**src/rtl/serial_word_transmitter.sv**
```systemverilog
`default_nettype none
// ---------------------------------------------------------------------------
// serial_word_transmitter : valid/ready word in, one bit per enabled cycle out
// Revision 1.0 - initial release
// ---------------------------------------------------------------------------
module serial_word_transmitter #(
  parameter int WIDTH     = 32,
  parameter bit MSB_FIRST = 1'b1
) (
  input  logic                       clk,
  input  logic                       rst,
  input  logic [WIDTH-1:0]           in_data,
  input  logic                       in_valid,
  output logic                       in_ready,
  input  logic                       hold,
  output logic                       ser_d,
  output logic                       ser_en,
  output logic                       busy,
  output logic                       done,
  output logic [$clog2(WIDTH):0]     bit_cnt
);

  localparam int CW = $clog2(WIDTH) + 1;

  typedef enum logic [1:0] {
    IDLE  = 2'd0,
    SHIFT = 2'd1,
    DONE  = 2'd2
  } state_t;

  state_t            state_q, state_d;
  logic [WIDTH-1:0]  shreg_q, shreg_d;
  logic [CW-1:0]     cnt_q, cnt_d;
  logic              tx_bit;
  logic [WIDTH-1:0]  shreg_next;

  // The transmit end of the register is fixed by bit order; refill with zeros.
  generate
    if (MSB_FIRST) begin : g_msb_first
      assign tx_bit     = shreg_q[WIDTH-1];
      assign shreg_next = {shreg_q[WIDTH-2:0], 1'b0};
    end else begin : g_lsb_first
      assign tx_bit     = shreg_q[0];
      assign shreg_next = {1'b0, shreg_q[WIDTH-1:1]};
    end
  endgenerate

  always_comb begin
    state_d  = state_q;
    shreg_d  = shreg_q;
    cnt_d    = cnt_q;
    in_ready = 1'b0;
    busy     = 1'b0;
    done     = 1'b0;
    ser_en   = 1'b0;
    ser_d    = 1'b0;
    case (state_q)
      IDLE: begin
        in_ready = 1'b1;
        if (in_valid) begin
          shreg_d = in_data;
          cnt_d   = '0;
          state_d = SHIFT;
        end
      end
      SHIFT: begin
        busy   = 1'b1;
        ser_d  = tx_bit;
        ser_en = ~hold;
        if (!hold) begin
          shreg_d = shreg_next;
          cnt_d   = cnt_q + CW'(1);
          if (cnt_q == CW'(WIDTH - 1)) begin
            state_d = DONE;
          end
        end
      end
      DONE: begin
        done    = 1'b1;
        cnt_d   = '0;
        state_d = IDLE;
      end
      default: begin
        state_d = IDLE;
      end
    endcase
    // Outputs stay quiet for every cycle rst is asserted, even mid-word.
    if (rst) begin
      in_ready = 1'b0;
      busy     = 1'b0;
      done     = 1'b0;
      ser_en   = 1'b0;
      ser_d    = 1'b0;
    end
  end

  always_ff @(posedge clk) begin
    if (rst) begin
      state_q <= IDLE;
      shreg_q <= '0;
      cnt_q   <= '0;
    end else begin
      state_q <= state_d;
      shreg_q <= shreg_d;
      cnt_q   <= cnt_d;
    end
  end

  assign bit_cnt = cnt_q;

endmodule
`default_nettype wire

```
**config.mk**
```make
export PLATFORM = sky130hd
export DESIGN_NAME = serial_word_transmitter
export DESIGN_NICKNAME = d
export VERILOG_FILES = /design/src/rtl/serial_word_transmitter.sv
export SDC_FILE = /design/constraint.sdc
export NUM_CORES = 1
export LEC_CHECK = 0
export CAP_MARGIN = 20
export CORE_ASPECT_RATIO = 0.6
export CORE_UTILIZATION = 32
export CTS_BUF_LIST = sky130_fd_sc_hd__clkbuf_8
export CTS_CLUSTER_SIZE = 30
export DETAILED_ROUTE_END_ITERATION = 10
export DONT_BUFFER_PORTS = 1
export SETUP_SLACK_MARGIN = 0.15
export SKIP_CTS_REPAIR_TIMING = 1
export SLEW_MARGIN = 25
export SYNTH_ARGS = -nofsm -noshare
export SYNTH_HDL_FRONTEND = slang
export SYNTH_SLANG_ARGS = --single-unit
```
**constraint.sdc**
```tcl
create_clock -name clk -period 1.4 [get_ports clk]
set_clock_uncertainty 0.15 [all_clocks]
set_input_delay 0.21 -clock clk [delete_from_list [all_inputs] [get_ports clk]]
set_output_delay 0.21 -clock clk [all_outputs]
set_load 0.01 [all_outputs]
```
# Word-level counts from Yosys, hierarchy flattened

Index checks and enable logic that the tools add are counted.

Reduce and logical (&&, ||, !) cells: 6
Bitwise operators: 1
Multiplexer cells: 20
Order comparisons: 0
Div/mod/pow operators: 0
$add $sub $neg: 1
Multiply operators: 0
Shifts and indexed selects: 0
Equal/unequal tests: 6

Operators by type and width:

| operator              | number |
|---|---|
| $mux W32              | 2 |
| $pmux W32 S2          | 1 |
| $pmux W6 S3           | 1 |
| $mux W6               | 2 |
| $mux W1               | 10 |
| $reduce_and A3 Y1     | 3 |
| $add A6 B1 Y6 const B | 1 |
| $eq A6 B5 Y1 const B  | 1 |
| $mux W2               | 3 |
| $ne A2 B2 Y1 const B  | 3 |
| $pmux W2 S2           | 1 |
| $reduce_bool A3 Y1    | 1 |
| $eq A2 B1 Y1 const B  | 1 |
| $eq A2 B2 Y1 const B  | 1 |
| $logic_not A2 Y1      | 1 |
| $reduce_bool A2 Y1    | 1 |
| $not A1 Y1            | 1 |

Bits in read-only memories: 0
Logic and storage cells: 37
Memories kept: 0
Bits in writable memories: 0
Flip-flop bits (word level): 40
Latch bits: 0
Output and inout port bits: 11
Bits of input ports: 36

# Logic depth before layout (Yosys ltp)

Gate-level depths: netlist of run 1.

Depth after elaboration: 4
Mapped depth: 6
Gate-level depth less buffers: 5

# Least setup slack after synthesis of run 1

OpenSTA, ideal clock, no wires.

Kind: register to output
Start point: register state_q[1]
End point: output ser_d
Data arrival time: 1.222 ns
Required time: 1.040 ns
Cell stages (with the launch flop): 6
Slack: -0.182 ns
Buffers on the path: 2
Path through: dfxtp_1 -> nand2b_1 -> buf_2 -> buf_4 -> nor2_1 -> and2_1

Longest elaborated chain between the ends: 3

RTL lines:

| what                     | RTL line | source |
|---|---|---|
| start: declaration       | 31       | `state_t state_q, state_d;` |
| start signal: assignment | 103      | `state_q <= state_d;` |
| $eq A2 B1 Y1             | 57       | `case (state_q)` |
| $mux W1                  | 57       |  |
| $mux W1                  | 88       | `if (rst) begin` |
| end: declaration         | 16       | `output logic ser_d,` |

Every way passes these cells.

# Final worst setup path of run 1

Start point: register state_q[0]
End point: output ser_en

Longest elaborated chain between the ends: 3

RTL lines:

| what             | RTL line | source |
|---|---|---|
| $eq A2 B1 Y1     | 57       |  |
| $mux W1          | 57       |  |
| $mux W1          | 88       |  |
| end: declaration | 17       | `output logic ser_en,` |

Every way passes these cells.

==> results of run 1 <==
[worst max path at each step]
stage / from / to / slack (ps) / cells after the start
after global routing: state_q[0] / shreg_q[17] / -220 / 8
after CTS: state_q[0] / in_ready / -260 / 3
after detailed placement: bit_cnt[0] / state_q[0] / -100 / 3
after floorplan: state_q[0] / bit_cnt[5] / 3 / 4
after global placement: bit_cnt[0] / state_q[0] / -70 / 3
final: state_q[0] / ser_en / -150 / 4
[routing by layer]
| layer | GRT usage (%) | wire [um] |
|---|---|---|
| met1 | 20.1 | 2480 |
| met2 | 20.7 | 2050 |
| met3 | 5.90 | 340 |
| met4 | 4.35 | 27 |
| met5 | 0 | 0 |
[registers in the layout, summed over array words and instances (netlist names)]
name     count
bit_cnt      6
shreg_q     32
state_q      2
[kinds of logic after synthesis]
family                   count (synthesis)  synth area share (%)
AO/OA/AOI/OAI                           48                  19.3
multiplexers                            30                  16.1
XOR/XNOR                                 4                  1.87
flip-flops                              40                  42.8
adder cells (fa/ha/maj)                  1                 0.669
buffers and inverters                   20                  4.95
AND/OR/NAND/NOR                         60                  14.3
[critical path, stage by stage, from the launching register on]
cell	delay, ps
dfxtp_4	370
buf_6	100
nand2b_4	70
buf_12	140
nor3_4	220
[cell type report]
type	count	area, sq um	share of cell area [%]
Multi-Input combinational cell	143	1220	46.1
Sequential cell	40	813	30.8
Timing Repair Buffer	34	425	16.1
Tap cell	80	100	3.79
Clock buffer	5	68.8	2.61
Inverter	3	11.3	0.427
Clock inverter	1	3.75	0.142
[placed cells by master, fill, tap and decap left out, types with 2 or more instances in the layout]
cell type	instances
a21oi_1	2
dfxtp_4	3
o211ai_1	2
nand2b_4	3
buf_12	5
nand3_1	3
clkbuf_8	5
mux2i_1	23
buf_4	15
a21oi_2	4
xnor2_1	4
clkbuf_16	4
inv_1	4
a211oi_2	15
nor3_4	2
buf_6	10
nand2_1	3
dfxtp_1	36
nor2_1	40
mux2i_2	6
nand2b_1	2
a211oi_1	17
[report_power, final]
group / switching (mW) / total, mW / internal [mW] / leakage, nW
Combinational: 0.262 / 0.584 / 0.323 / 0.652
Sequential: 0.0556 / 1.28 / 1.23 / 0.333
Clock: 0.375 / 0.700 / 0.325 / 0.0413
Total: 0.692 / 2.57 / 1.88 / 1.03
[metrics by stage]
step / std cells / util (%) / setup TNS, ps / instance area (sq um) / setup slack, ps
global route: 306 / 47.2 / -5580 / 2640 / -221
global placement: 282 / 37.3 / -137 / 2090 / -67.2
floorplan: 203 / - / 0 / 1950 / 3.39
detailed placement: 282 / 37.3 / -1610 / 2090 / -99.6
CTS: 288 / 38.6 / -3020 / 2160 / -263
finish: 306 / 47.2 / -3050 / 2640 / -149
==> run_results.csv, run 1 <==
group,metric,value,unit
timing,period_share,111,%
pwr,irDropWorstVdd,0.000387,V
logic_synthesis,syn_inst,203,
flow_run,cap_violations,0,
timing,worst_slack,-149,ps
worst_setup_path,startpoint_type,"flop",
worst_setup_path,r2r_end,"shreg_q[20]",
worst_setup_path,worstPathArrival,1190,ps
timing,hold_viol_final,36,
hold_path,holdPathEnd,"bit_cnt[1]",
pwr,p_leak,1.03,nW
route,vias_per_cell,5.02,
logic_synthesis,synthArstFlopShare,0,%
cts,root_buffer,"clkbuf_8",
global_route,grt_usage,14.5,%
die,num_rows,21,
logic_synthesis,yosysUniqueCellTypes,29,
route,wire_per_inst,16.0,um
cts,cts_tree,"built",
cts,cts_sinks,40,
logic_synthesis,yosys_most_used_dff,"dfxtp_1",
placement,dp_hpwl,2850,um
cts,htreeDepth,2,
hold_path,holdPathStages,1,
worst_setup_path,crit_required,1040,ps
global_route,grt_max_degree,41,
die,io_pins,47,
route,vias,1537,
logic_synthesis,seq_area_frac_synth,42.8,%
logic_synthesis,netlist_top_cells_area,"dfxtp_1, mux2i_1, a211oi_1",
timing,hold_slack,-169,ps
outcome,violations,"negative hold slack, negative setup slack",
logic_synthesis,yosys-top-cells-count,"nor2_1, dfxtp_1, a211oi_1, mux2i_1, clkbuf_1",
logic_synthesis,yosysMostFrequentCell,"nor2_1",
logic_synthesis,synth_top_cell_area_share,42.8,%
logic_synthesis,ys_ff_latch,40,
die,dieArea,6160,sq um
logic_synthesis,syn_nets,240,
timing,maxSlewViolCount,0,
worst_setup_path,endpoint_kind,"primary output",
global_route,grt_pass1_vias,1313,
worst_setup_path,path_class,"flop to primary output",
placement,port_buffers,0,
worst_setup_path,ff2ff_setup_slack,-140,ps
timing,setup_viol,38,
timing,worstMarginPinSlew,501,ps
global_route,antenna_found_initial,0,
hold_path,hold_path.class,"input pin to flop",
cells_and_area,fill_cells,532,
route,ant_nets,0,
cts,cts_buffer_depth,2,
cts,clock_latency,280,ps
pwr,finalPower,2.57,mW
worst_setup_path,crit_fanout,5,
pwr,cellPowerDensity,973,nW/um^2
logic_synthesis,syn_area_per_cell,9.21,sq um
timing,rsz0062_at_grt,"true",
route,wirelength,4890,um
cells_and_area,diodes,0,
die,die-height,61.2,um
cts,path_clk_slew,70,ps
timing,fmax,645,MHz
logic_synthesis,synth_edf_count,0,
global_route,grt_first_pass_wirelength,6700,um
route,dr.pass1.iters,4,
logic_synthesis,syn_area,1870,sq um
worst_setup_path,r2r_cells,7,
global_route,globalRoute.totalOverflow,0,
cells_and_area,nets,264,
logic_synthesis,yosys.area.top_type,"dfxtp_1",
worst_setup_path,r2r_start,"state_q[0]",
timing,period_needed,1550,ps
outcome,status,"complete, but fails checks",
route,drtIter0Drc,45,
die,initial_core_util,33.4,%
cells_and_area,syn_to_final_growth,41.2,%
placement,finalWeightedCongestion,0.694,
die,die_w,101,um
timing,slew_headroom,66.5,%
cts,cts_buffers,5,
route,drc,0,
logic_synthesis,yosysWarnings,0,
die,fp.coreArea,5600,sq um
cells_and_area,drive_above_1_share,37.6,%
hold_path,hold_start,"rst",
(Power assumes the default switching activity.)
==> run 2, diff against run 1 <==
--- a/config.mk
+++ b/config.mk
@@ -5,6 +5,7 @@
 export SDC_FILE = /design/constraint.sdc
 export NUM_CORES = 1
 export LEC_CHECK = 0
+export ABC_CLOCK_PERIOD_IN_PS = 1400
 export CAP_MARGIN = 20
 export CORE_ASPECT_RATIO = 0.6
 export CORE_UTILIZATION = 32
==> constraint.sdc (replaced) <==
create_clock -name clk -period 1.4 [get_ports clk]
set_clock_uncertainty 0.15 [all_clocks]
set_input_delay 0.21 -clock clk [delete_from_list [all_inputs] [get_ports clk]]
set_output_delay 0.21 -clock clk [all_outputs]
set_load 0.1 [all_outputs]
==> run_results.csv, run 2 (same netlist as run 1, synthesis figures left out) <==
group,metric,value,unit
timing,period_share,118,%
timing,finalSetupTns,-6920,ps
global_route,grt_pass1_vias,1260,
cells_and_area,final_cell_mix,"dfxtp_1, nor2_1, mux2i_1",
die,dieArea,6160,sq um
cts,path_clk_slew,80,ps
timing,hold_slack,-161,ps
pwr,p_leak,1.10,nW
cells_and_area,utilization,50.5,%
pwr,pwr-share-seq,47.1,%
placement,dp_hpwl,2770,um
outcome,status,"complete, but fails checks",
pwr,clock_power_share,28.5,%
route,dr.pass1.iters,4,
worst_setup_path,path_class,"flop to primary output",
cts,cts_tree,"built",
placement,dp_cells,286,
pwr,p_int,1.95,mW
timing,hold_viol_final,35,
cts,clock_latency,280,ps
cts,cts_buffer_depth,2,
worst_setup_path,crit_fanout,7,
global_route,antenna_found_initial,0,
global_route,grt_first_pass_wirelength,6360,um
pwr,p_comb_share,24.4,%
cts,htreeDepth,2,
cells_and_area,nets,268,
cts,cts_buffers,5,
worst_setup_path,crit_slowest_cell,"dfxtp_4",
route,ant_nets,0,
route,vias,1567,
pwr,p_sw_share,28.5,%
global_route,grt_max_degree,41,
timing,fmax,606,MHz
timing,worst_slack,-250,ps
pwr,irDropWorstVdd,0.000459,V
worst_setup_path,endpoint_kind,"primary output",
die,die_w,101,um
pwr,cellPowerDensity,964,nW/um^2
worst_setup_path,startpoint_type,"flop",
cells_and_area,drive_above_1_share,44.4,%
pwr,switchingPower,0.777,mW
cts,cts_sinks,40,
timing,slew_headroom,71.8,%
cells_and_area,diodes,0,
die,initial_core_util,33.4,%
global_route,globalRoute.totalOverflow,0,
worst_setup_path,worstPathCellList,"buf_6 -> nand2b_4 -> nor2_4 -> and2_4",
timing,maxSlewViolCount,0,
flow_run,cap_violations,0,
worst_setup_path,crit_required,1040,ps
outcome,violations,"negative hold slack, negative setup slack",
die,num_rows,21,
cells_and_area,largest_register,"shreg_q",
route,wirelength,5000,um
placement,finalWeightedCongestion,0.664,
route,wire_per_inst,16.0,um
worst_setup_path,worstPathArrival,1290,ps
timing,rsz0062_at_grt,"true",
placement,port_buffers,0,
global_route,grt_usage,13.7,%
cells_and_area,fin_cells,312,
die,io_pins,47,
timing,setup_viol,40,
timing,worstMarginPinSlew,422,ps
cells_and_area,syn_to_final_growth,51.1,%
die,die-height,61.2,um
route,drtIter0Drc,57,
route,vias_per_cell,5.02,
cells_and_area,largest_reg_flops,32,
cells_and_area,final_common_cell,"dfxtp_1",
route,drc,0,
hold_path,hold_path.class,"input pin to flop",
placement,dpl_worst_slack,-93.3,ps
die,fp.coreArea,5600,sq um
cts,root_buffer,"clkbuf_8",
timing,period_needed,1650,ps
worst_setup_path,max_stage_delay,370,ps
[run 2: cell count changes in the layout (fill, tap and decap cells not counted), sizes merged]
cell / previous run / this run
buf: 30 / 33
clkbuf: 9 / 10
dlygate4sd3: 0 / 1
inv: 4 / 5
[run 2: worst max-delay path: cells and delay by family (launching register included)]
kind,cells,cell delay [ps]
buf+inv,1,100
simple gates,3,530
flops,1,370
[run 2: power by group through the flow]
stage	clock network (mW)	registers (mW)	logic, mW
2_1_floorplan	0	1.30	0.398
3_3_place_gp	0	1.30	0.439
3_5_place_dp	0	1.30	0.446
4_1_cts	0.814	1.27	0.448
5_1_grt	0.870	1.30	0.713
6_report	0.775	1.28	0.666
[run 2: area by class of cell]
cell class | count | area [sq um]
inverter | 3 | 11.3
fill | 502 | 2770
tap | 80 | 100
multi-input combinational | 143 | 1240
timing repair buffer | 38 | 553
sequential | 40 | 828
clock inverter | 2 | 7.51
clock buffer | 6 | 82.6
[run 2: metrics by stage]
stage	area (sq um)	power, mW
after floorplan	2100	1.70
after global placement	2250	1.74
after detailed placement	2250	1.75
after CTS	2340	2.54
after global routing	2830	2.88
final	2830	2.72
[run 2: worst paths after layout]
path         depth (start not counted)  slack [ps]           to        from
max                                  4        -250        ser_d  state_q[0]
min                                  1        -160   shreg_q[3]         rst
max reg2reg                          7        -240  shreg_q[23]  state_q[0]
min reg2reg                          2         340   shreg_q[4]  shreg_q[4]
[run 2: per-layer routing]
| metal | wire, um | global-route usage (%) | part of all wire [%] |
|---|---|---|---|
| met1 | 2620 | 20.1 | 52 |
| met2 | 2070 | 17.7 | 41 |
| met3 | 280 | 5.22 | 5.6 |
| met4 | 28 | 4.97 | 0.56 |
| met5 | 0 | 0 | 0 |
